`config.mk`:
```
export PLATFORM = sky130hd
export DESIGN_NAME = tia_line_buffer
export DESIGN_NICKNAME = d
export VERILOG_FILES = /design/src/rtl/atari_pkg.sv /design/src/rtl/line_bank_ram.sv /design/src/rtl/tia_line_buffer.sv
export SDC_FILE = /design/constraint.sdc
export NUM_CORES = 2
export LEC_CHECK = 0
export BUFFER_PORTS_ARGS = -buffer_cell sky130_fd_sc_hd__buf_2
export CAP_MARGIN = 20
export CELL_PAD_IN_SITES_DETAIL_PLACEMENT = 0
export CELL_PAD_IN_SITES_GLOBAL_PLACEMENT = 1
export CORE_ASPECT_RATIO = 0.75
export CORE_UTILIZATION = 55
export CTS_CLUSTER_SIZE = 14
export DETAILED_ROUTE_END_ITERATION = 8
export PLACE_DENSITY = 0.83
export SYNTH_ARGS = -nofsm -noshare
export SYNTH_HDL_FRONTEND = slang
export SYNTH_SLANG_ARGS = --single-unit
```
`constraint.sdc`:
```
create_clock -name clk -period 3.9 [get_ports clk]
set_input_delay 0.195 -clock clk [delete_from_list [all_inputs] [get_ports clk]]
set_output_delay 0.195 -clock clk [all_outputs]
set_load 0.01 [all_outputs]
```
`src/rtl/atari_pkg.sv`:
```
// Shared constants and types for the TIA-to-VGA line buffer.
//   H_PIXELS     : visible TIA pixels per scanline (bank depth)
//   COLOR_W      : TIA hue/luma code width
//   SCALE_SHIFT  : VGA x -> TIA pixel index shift (4x horizontal scale)
//   VGA_ACTIVE_W : VGA active width; positions at or beyond this read as blank
package atari_pkg;
  localparam int H_PIXELS     = 160;
  localparam int COLOR_W      = 7;
  localparam int SCALE_SHIFT  = 2;
  localparam int VGA_ACTIVE_W = 640;
  localparam int XPOS_W       = 8;

  typedef logic                bank_sel_t;
  typedef logic [COLOR_W-1:0]  color_t;
endpackage

```
`src/rtl/line_bank_ram.sv`:
```
// One scanline bank: H_PIXELS x COLOR_W, one write port, one registered read.
//   clk   : clock
//   we    : write enable (caller guarantees waddr < H_PIXELS)
//   waddr : write pixel index
//   wdata : write colour
//   raddr : read pixel index; out-of-range reads return 0
//   rdata : colour at raddr, one cycle later
// Contents are not reset.
module line_bank_ram
  import atari_pkg::*;
(
  input  logic              clk,
  input  logic              we,
  input  logic [XPOS_W-1:0] waddr,
  input  color_t            wdata,
  input  logic [XPOS_W-1:0] raddr,
  output color_t            rdata
);

  localparam logic [XPOS_W-1:0] DEPTH = XPOS_W'(H_PIXELS);

  color_t mem [H_PIXELS];

  always_ff @(posedge clk) begin
    if (we) mem[waddr] <= wdata;
    rdata <= (raddr < DEPTH) ? mem[raddr] : '0;
  end

endmodule

```
`src/rtl/tia_line_buffer.sv`:
```
// Ping-pong scanline store between the TIA pixel stream and VGA readout.
// TIA fills one bank while VGA replays the most recently completed line on
// two VGA lines at 4x horizontal scale. Also tracks TIA/VGA frame alignment.
//   clk, reset            : clock, synchronous active-high reset
//   tia_en/xpos/color     : TIA pixel strobe, index and colour
//   tia_vblank/tia_vsync  : TIA vertical blank / sync
//   vga_x/vga_y/vga_vsync : VGA raster position and vsync
//   pix_color/pix_blank   : colour and blank for vga_x, one cycle later
//   line_ready            : a completed line is held since reset
//   wait_vsync            : TIA frame ended, waiting for VGA vsync
//   overrun               : sticky, an unconsumed line was overwritten
module tia_line_buffer
  import atari_pkg::*;
(
  input  logic              clk,
  input  logic              reset,
  input  logic              tia_en,
  input  logic [XPOS_W-1:0] tia_xpos,
  input  color_t            tia_color,
  input  logic              tia_vblank,
  input  logic              tia_vsync,
  input  logic [9:0]        vga_x,
  input  logic [9:0]        vga_y,
  input  logic              vga_vsync,
  output color_t            pix_color,
  output logic              pix_blank,
  output logic              line_ready,
  output logic              wait_vsync,
  output logic              overrun
);

  localparam logic [XPOS_W-1:0] XLAST = XPOS_W'(H_PIXELS - 1);
  localparam logic [XPOS_W-1:0] XLIM  = XPOS_W'(H_PIXELS);
  localparam logic [9:0]        VGA_W = 10'(VGA_ACTIVE_W);

  bank_sel_t wr_bank, rd_bank, last_done, rd_nxt, sel_q;
  logic [1:0] bank_valid, bank_vblank, unconsumed;
  logic       line_end, rd_latch, wr_en, blank_nxt, blank_q, show_q, vsync_q;
  logic [XPOS_W-1:0]            rd_addr;
  logic [1:0][COLOR_W-1:0]      ram_q;
  logic                         unused_vga_y;

  assign unused_vga_y = ^vga_y[9:1];

  assign wr_en    = tia_en && (tia_xpos < XLIM);
  assign line_end = tia_en && (tia_xpos == XLAST);
  assign rd_latch = (vga_x == '0) && !vga_y[0];
  assign rd_addr  = vga_x[XPOS_W+SCALE_SHIFT-1:SCALE_SHIFT];

  // With only two banks, once a line completes the writer moves onto the
  // other bank; if the reader was parked there it is moved onto the bank
  // that just completed so it never reads the bank being refilled.
  always_comb begin
    rd_nxt = rd_bank;
    if (rd_latch) rd_nxt = last_done;
    if (line_end && (rd_nxt == ~wr_bank)) rd_nxt = wr_bank;
    blank_nxt = (vga_x >= VGA_W) || !bank_valid[rd_nxt] || bank_vblank[rd_nxt];
  end

  generate
    for (genvar b = 0; b < 2; b++) begin : g_bank
      line_bank_ram u_ram (
        .clk   (clk),
        .we    (wr_en && (wr_bank == 1'(b))),
        .waddr (tia_xpos),
        .wdata (tia_color),
        .raddr (rd_addr),
        .rdata (ram_q[b])
      );
    end
  endgenerate

  always_ff @(posedge clk) begin
    if (reset) begin
      wr_bank     <= 1'b0;
      rd_bank     <= 1'b1;
      last_done   <= 1'b1;
      bank_valid  <= '0;
      bank_vblank <= '0;
      unconsumed  <= '0;
      overrun     <= 1'b0;
      vsync_q     <= 1'b0;
      wait_vsync  <= 1'b0;
      blank_q     <= 1'b0;
      show_q      <= 1'b0;
      sel_q       <= 1'b0;
    end else begin
      rd_bank <= rd_nxt;
      if (rd_latch) unconsumed[last_done] <= 1'b0;
      if (line_end) begin
        bank_vblank[wr_bank] <= tia_vblank;
        bank_valid[wr_bank]  <= 1'b1;
        unconsumed[wr_bank]  <= 1'b1;
        if (unconsumed[wr_bank]) overrun <= 1'b1;
        last_done <= wr_bank;
        wr_bank   <= ~wr_bank;
      end
      // vga_vsync clear dominates a same-cycle TIA vsync fall
      vsync_q <= tia_vsync;
      if (vga_vsync)                   wait_vsync <= 1'b0;
      else if (vsync_q && !tia_vsync)  wait_vsync <= 1'b1;
      blank_q <= blank_nxt;
      show_q  <= !blank_nxt;
      sel_q   <= rd_nxt;
    end
  end

  // RAM read is the pipeline register; blank/select travel alongside it.
  assign pix_color  = show_q ? ram_q[sel_q] : '0;
  assign pix_blank  = blank_q;
  assign line_ready = |bank_valid;

endmodule
```
# Yosys cells after proc, flatten, opt, wreduce, memory -nomap -nowiden
# Memories as Yosys holds them, arrays and structs flattened. A register that Yosys moved wholly into a read port is not among the register bits.
# Cells that the tools add are included.
dict set report totals {
  reg_bits 15
  mem_bits_rw 2240
  inputBits 41
  output_inout_bits 11
  elab_cells 74
  n_memories 2
}
dict set report op_classes {
  magnitude_cmp 9
  n_eq_ne 2
  muxes 23
  bitwise 5
  reduce_logical 21
}
# memory words word_bits read_ports rd_clocked_by_memory_dff wr line_no
set memory_table {}
lappend memory_table {{g_bank[0].u_ram.mem} 160 7 1 1 1 line_bank_ram.sv:22} ;# color_t mem [H_PIXELS];
lappend memory_table {{g_bank[1].u_ram.mem} 160 7 1 1 1 line_bank_ram.sv:22}
# op n
set ops {}
lappend ops {{$mux W7} 3}
lappend ops {{$lt A8 B8 Y1 const B} 2}
lappend ops {{$mux W1} 14}
lappend ops {{$ge A10 B10 Y1 const B} 1}
lappend ops {{$logic_not A10 Y1} 1}
lappend ops {{$logic_and A1 B1 Y1} 9}
lappend ops {{$eq A8 B8 Y1 const B} 1}
lappend ops {{$lt A1 B2 Y1 const B} 4}
lappend ops {{$logic_not A1 Y1} 6}
lappend ops {{$mux W2} 3}
lappend ops {{$or A2 B2 Y2} 2}
lappend ops {{$reduce_or A2 Y1} 2}
lappend ops {{$and A2 B2 Y2} 1}
lappend ops {{$bwmux W2} 1}
lappend ops {{$demux W1 S1} 2}
lappend ops {{$ge A1 B1 Y1 const B} 2}
lappend ops {{$logic_or A1 B1 Y1} 2}
lappend ops {{$not A2 Y2} 1}
lappend ops {{$reduce_and A2 Y1} 1}
lappend ops {{$eq A1 B1 Y1} 1}
lappend ops {{$not A1 Y1} 1}

# Logic depth before layout (Yosys ltp)
dict set report depth {
  word_depth 12
  depth_mapped 11
  mapped_depth_nobuf 6
}

# Cells and area by module
# A second synthesis with hierarchy kept.
dict set report hier_totals {
  hier_cells 4004
  area_unflattened_um2 88511.1
}
# module instances cells_per_inst area_per_inst_um2 seq_area_each_um2
set by_module_without_submodules {}
lappend by_module_without_submodules {line_bank_ram 2 1960 43878.3 33772.4}
lappend by_module_without_submodules {tia_line_buffer 1 84 754.5 300.3}

# Worst setup path after synthesis
# OpenSTA, ideal clock, no wires.
dict set report synth_timing {
  path_type {in2reg}
  start {input vga_x[3]}
  end {register g_bank[0].u_ram.rdata[2], read port of g_bank[0].u_ram.mem}
  setup_ns 0.138
  arrival_time_ns 1.907
  t_required_ns 3.762
  setup_slack_ns 1.856
  cell_stages 7
  path_buffers 3
  path_cell_list {buf_2 -> buf_2 -> buf_1 -> mux4_2 -> mux4_2 -> o211ai_1 -> o221ai_1}
}
dict set report synth_via {
  elab_chain_len 2
}
# item line_no
set synth_rtl {}
lappend synth_rtl {{start, declared} tia_line_buffer.sv:22} ;# input logic [9:0] vga_x,
lappend synth_rtl {{$lt A8 B8 Y1} line_bank_ram.sv:26} ;# rdata <= (raddr < DEPTH) ? mem[raddr] : '0;
lappend synth_rtl {{$logic_not A1 Y1 (no line)} n/a}
lappend synth_rtl {{end, declared} line_bank_ram.sv:17} ;# output color_t rdata
# Several ways; a longest one is shown, not always the timed one.
# A chain may end at the register's enable or synchronous reset.

# Worst setup path in the final report
dict set report layout_timing {
  start {register wr_bank}
  end {memory g_bank[0].u_ram.mem[5][4] (netlist name) (enable)}
}
dict set report layout_via {
  elab_chain_len 4
}
# item line_no
set layout_rtl {}
lappend layout_rtl {{start, declared} tia_line_buffer.sv:36} ;# bank_sel_t wr_bank, rd_bank, last_done, rd_nxt, sel_q;
lappend layout_rtl {{start signal, assigned} tia_line_buffer.sv:96} ;# wr_bank <= ~wr_bank;
lappend layout_rtl {{$not A1 Y1} tia_line_buffer.sv:64} ;# .we (wr_en && (wr_bank == 1'(b))),
lappend layout_rtl {{$logic_and A1 B1 Y1} tia_line_buffer.sv:64}
lappend layout_rtl {{$mux W1} line_bank_ram.sv:25} ;# if (we) mem[waddr] <= wdata;
lappend layout_rtl {{$mux W1 (not written as such)} line_bank_ram.sv:25}
lappend layout_rtl {{end, declared} line_bank_ram.sv:22}
# No other way between the ends.

==> qor.csv <==
metric,value,unit
setup_viol,0,
synth_seq_cells,2269,
wl_per_cell,29.85,um
hold_path_depth,1,
synthCells,4760,
holdWs,0.003340,ns
via_count,46426,
power_leakage,32.36,nW
max-cap-violations,0,
async_reset_ff_share,0,%
coreArea,0.1602,mm^2
drt_iter0_drc,6527,
power.density,484.3,mW/mm^2
worstPathArrival,3.37,ns
antenna_left,0,
fmax,344.8,MHz
htreeDepth,4,
synthFlopType,edfxtp_1,
synth-edff-count,2240,
holdCritStartpoint,tia_color[5],
min_to,g_bank[1].u_ram.mem[112][5],
critical_path_class,reg -> reg,
worstPathRequired,4.37,ns
drcViolationCount,0,
grtUsageTotal,26.46,%
clk_path_buf_depth,3,
start_util,55.54,%
hold_viol_final,0,
tns,0,ns
syn_area_per_cell,18.69,um^2
pin_count,52,
cts_made_buffers,197,
wl,215600,um
num_rows,127,
status,completed,
post_cts_buffers,0,
drive_gt1_share,15.72,%
syn-cell-area,0.08896,mm^2
clock_skew,0.02023,ns
grt.overflow.total,0,
die_area,0.1634,mm^2
synth_warnings,0,
drt-vias-per-instance,6.427,
cts_tree,built,
reg2reg_depth,3,
finalNetCount,4990,
port_buffers,42,
slew_viol_final,0,
clockRootBuffer,clkbuf_16,
slowest_delay,0.79,ns
yosysSeqAreaShare,76.27,%
drtPass1Iterations,5,
antenna_found_initial,5,
timing.rr.start,wr_bank,
fp.dieH,350.3,um
fin_crit_sh,74.37,%
r2r_setup_slack,1.0,ns
r2r-end,g_bank[0].u_ram.mem[5][4],
min_path_type,in -> reg,
critical-path-slowest-cell,nor2_1,
areaGrowthSynthToFinish,10.98,%
crit_chain,nor3b_1 > nand2_1 > nor2_1,
ys_types,47,
layout_commonest_cell,edfxtp_1,
synth_fp_nets,4801,
cts_sinks,2269,
path_clk_slew,0.06,ns
first_global_vias,44900,
maxSlewHeadroom,17.04,%
place_congestion,0.8656,
grt_pass1_wl,310400,um
mostFrequentLayoutCells,"2240 x edfxtp_1, 736 x mux2i_1, 332 x nor2_1, 294 x a22oi_1, 238 x mux4_2",
vdd_drop_max,499.6,uV
grt_max_degree,196,
path_max_fanout,16,
rsz0062_at_grt,false,
period_needed,2.900,ns
die-width,466.4,um
dp_hpwl,129000,um
worstMarginPinSlew,1.244,ns
worstSetupEndpointType,register,
start_kind,register,
clk_latency,0.84,ns
[worst max-delay path: cells and delay by family, from the launching register on]
kind / cells / cell delay, ns
DFF: 1 / 0.51
and+or+nand+nor: 3 / 2.01
[final cells by class]
cell class | instances | area, um^2
multi-input cells | 2180 | 19520
repair buffers | 295 | 2729
clock buffers | 263 | 5364
diodes | 2 | 5.005
flip-flops and latches | 2269 | 67850
clock inverters | 81 | 575.6
well taps | 2128 | 2663
inverters | 6 | 22.52
fillers | 10972 | 61450
[cell families (layout without fill, tap and decap cells)]
kind of cell	after synthesis	in the layout	share of synthesized area, %
flip-flops	2269	2269	76.27
AO/OA/AOI/OAI	484	484	3.930
buffers and inverters	311	645	1.909
other	0	2	0
AND/OR/NAND/NOR	721	721	3.573
multiplexers	975	975	14.32
[power breakdown]
group	leakage, nW	switching, mW	internal [mW]
registers	20.4	0.0274	26.8
logic	9.08	1.68	0.819
clock network	2.91	8.47	10.0
[how the worst max path moves through the flow]
stage / start / cells after the start / slack, ns / to
after detailed placement: vga_x[2] / 10 / 0.60 / g_bank[0].u_ram.rdata[4]
final: wr_bank / 3 / 1.0 / g_bank[0].u_ram.mem[5][4]
after CTS: wr_bank / 3 / 1.11 / g_bank[0].u_ram.mem[5][4]
after floorplan: vga_x[3] / 7 / 1.86 / g_bank[0].u_ram.rdata[2]
after global routing: wr_bank / 3 / 0.82 / g_bank[0].u_ram.mem[2][4]
after global placement: vga_x[2] / 10 / 0.65 / g_bank[0].u_ram.rdata[4]
[Yosys cell counts (2+ instances only)]
cell type / number / share of area [%]
edfxtp_1: 2240 / 76
mux2i_1: 736 / 8.3
nor2_1: 340 / 1.4
a22oi_1: 294 / 2.5
mux4_2: 238 / 6.0
clkbuf_1: 148 / 0.62
nand3_1: 142 / 0.80
nand2_1: 122 / 0.51
a21oi_1: 66 / 0.37
nand4_1: 61 / 0.43
buf_2: 59 / 0.33
buf_4: 40 / 0.34
dfxtp_1: 29 / 0.65
a221oi_1: 28 / 0.28
buf_6: 26 / 0.33
o21ai_0: 25 / 0.14
buf_1: 23 / 0.097
nor2b_1: 21 / 0.15
o211ai_1: 17 / 0.14
a21boi_0: 12 / 0.10
o31ai_1: 12 / 0.10
a41oi_1: 11 / 0.11
o41ai_1: 9 / 0.089
buf_8: 7 / 0.12
nand2b_1: 7 / 0.049
nor3_1: 6 / 0.034
nor4_1: 6 / 0.042
or2_2: 5 / 0.035
inv_1: 4 / 0.017
o41ai_2: 3 / 0.055
a31oi_1: 2 / 0.014
and2_0: 2 / 0.014
buf_12: 2 / 0.045
nand3b_1: 2 / 0.017
o221ai_1: 2 / 0.020
or3_1: 2 / 0.014
[routing by layer]
| layer | global-route usage [%] | vias up | part of all wire [%] |
|---|---|---|---|
| met5 | 0 | - | 0.0060 |
| met4 | 7.826 | 2 | 2.9 |
| met3 | 6.033 | 340 | 11 |
| met2 | 38.77 | 2519 | 45 |
| met1 | 39.89 | 23947 | 41 |
| li1 | - | 19618 | - |
[metrics by stage]
stage / instances / setup slack [ns] / instance area (um^2) / power [mW] / utilization [%]
6_report: 7224 / 0.9997 / 98730 / 47.82 / 61.64
5_1_grt: 7223 / 0.8198 / 98720 / 48.93 / 61.64
4_1_cts: 7221 / 1.109 / 98710 / 47.91 / 61.63
3_5_place_dp: 6856 / 0.6009 / 92560 / 29.82 / 57.79
3_3_place_gp: 6856 / 0.6524 / 92560 / 29.77 / 57.79
2_1_floorplan: 4760 / 1.856 / 88960 / 28.65 / -
[timing repair]
| action | in CTS | in global routing |
|---|---|---|
| resized for setup | 0 | 0 |
| hold buffers | 21 | 0 |
| hold endpoints to repair | 588 | 0 |
[registers in the layout (all words and copies together) (netlist names)]
register / count
bank_valid: 2
overrun: 1
wait_vsync: 1
unconsumed: 2
g_bank.u_ram.mem: 2240
show_q: 1
pix_blank: 1
last_done: 1
wr_bank: 1
vsync_q: 1
rd_bank: 1
sel_q: 1
bank_vblank: 2
g_bank.u_ram.rdata: 14
No activity file was read; power rests on OpenSTA's default activity.
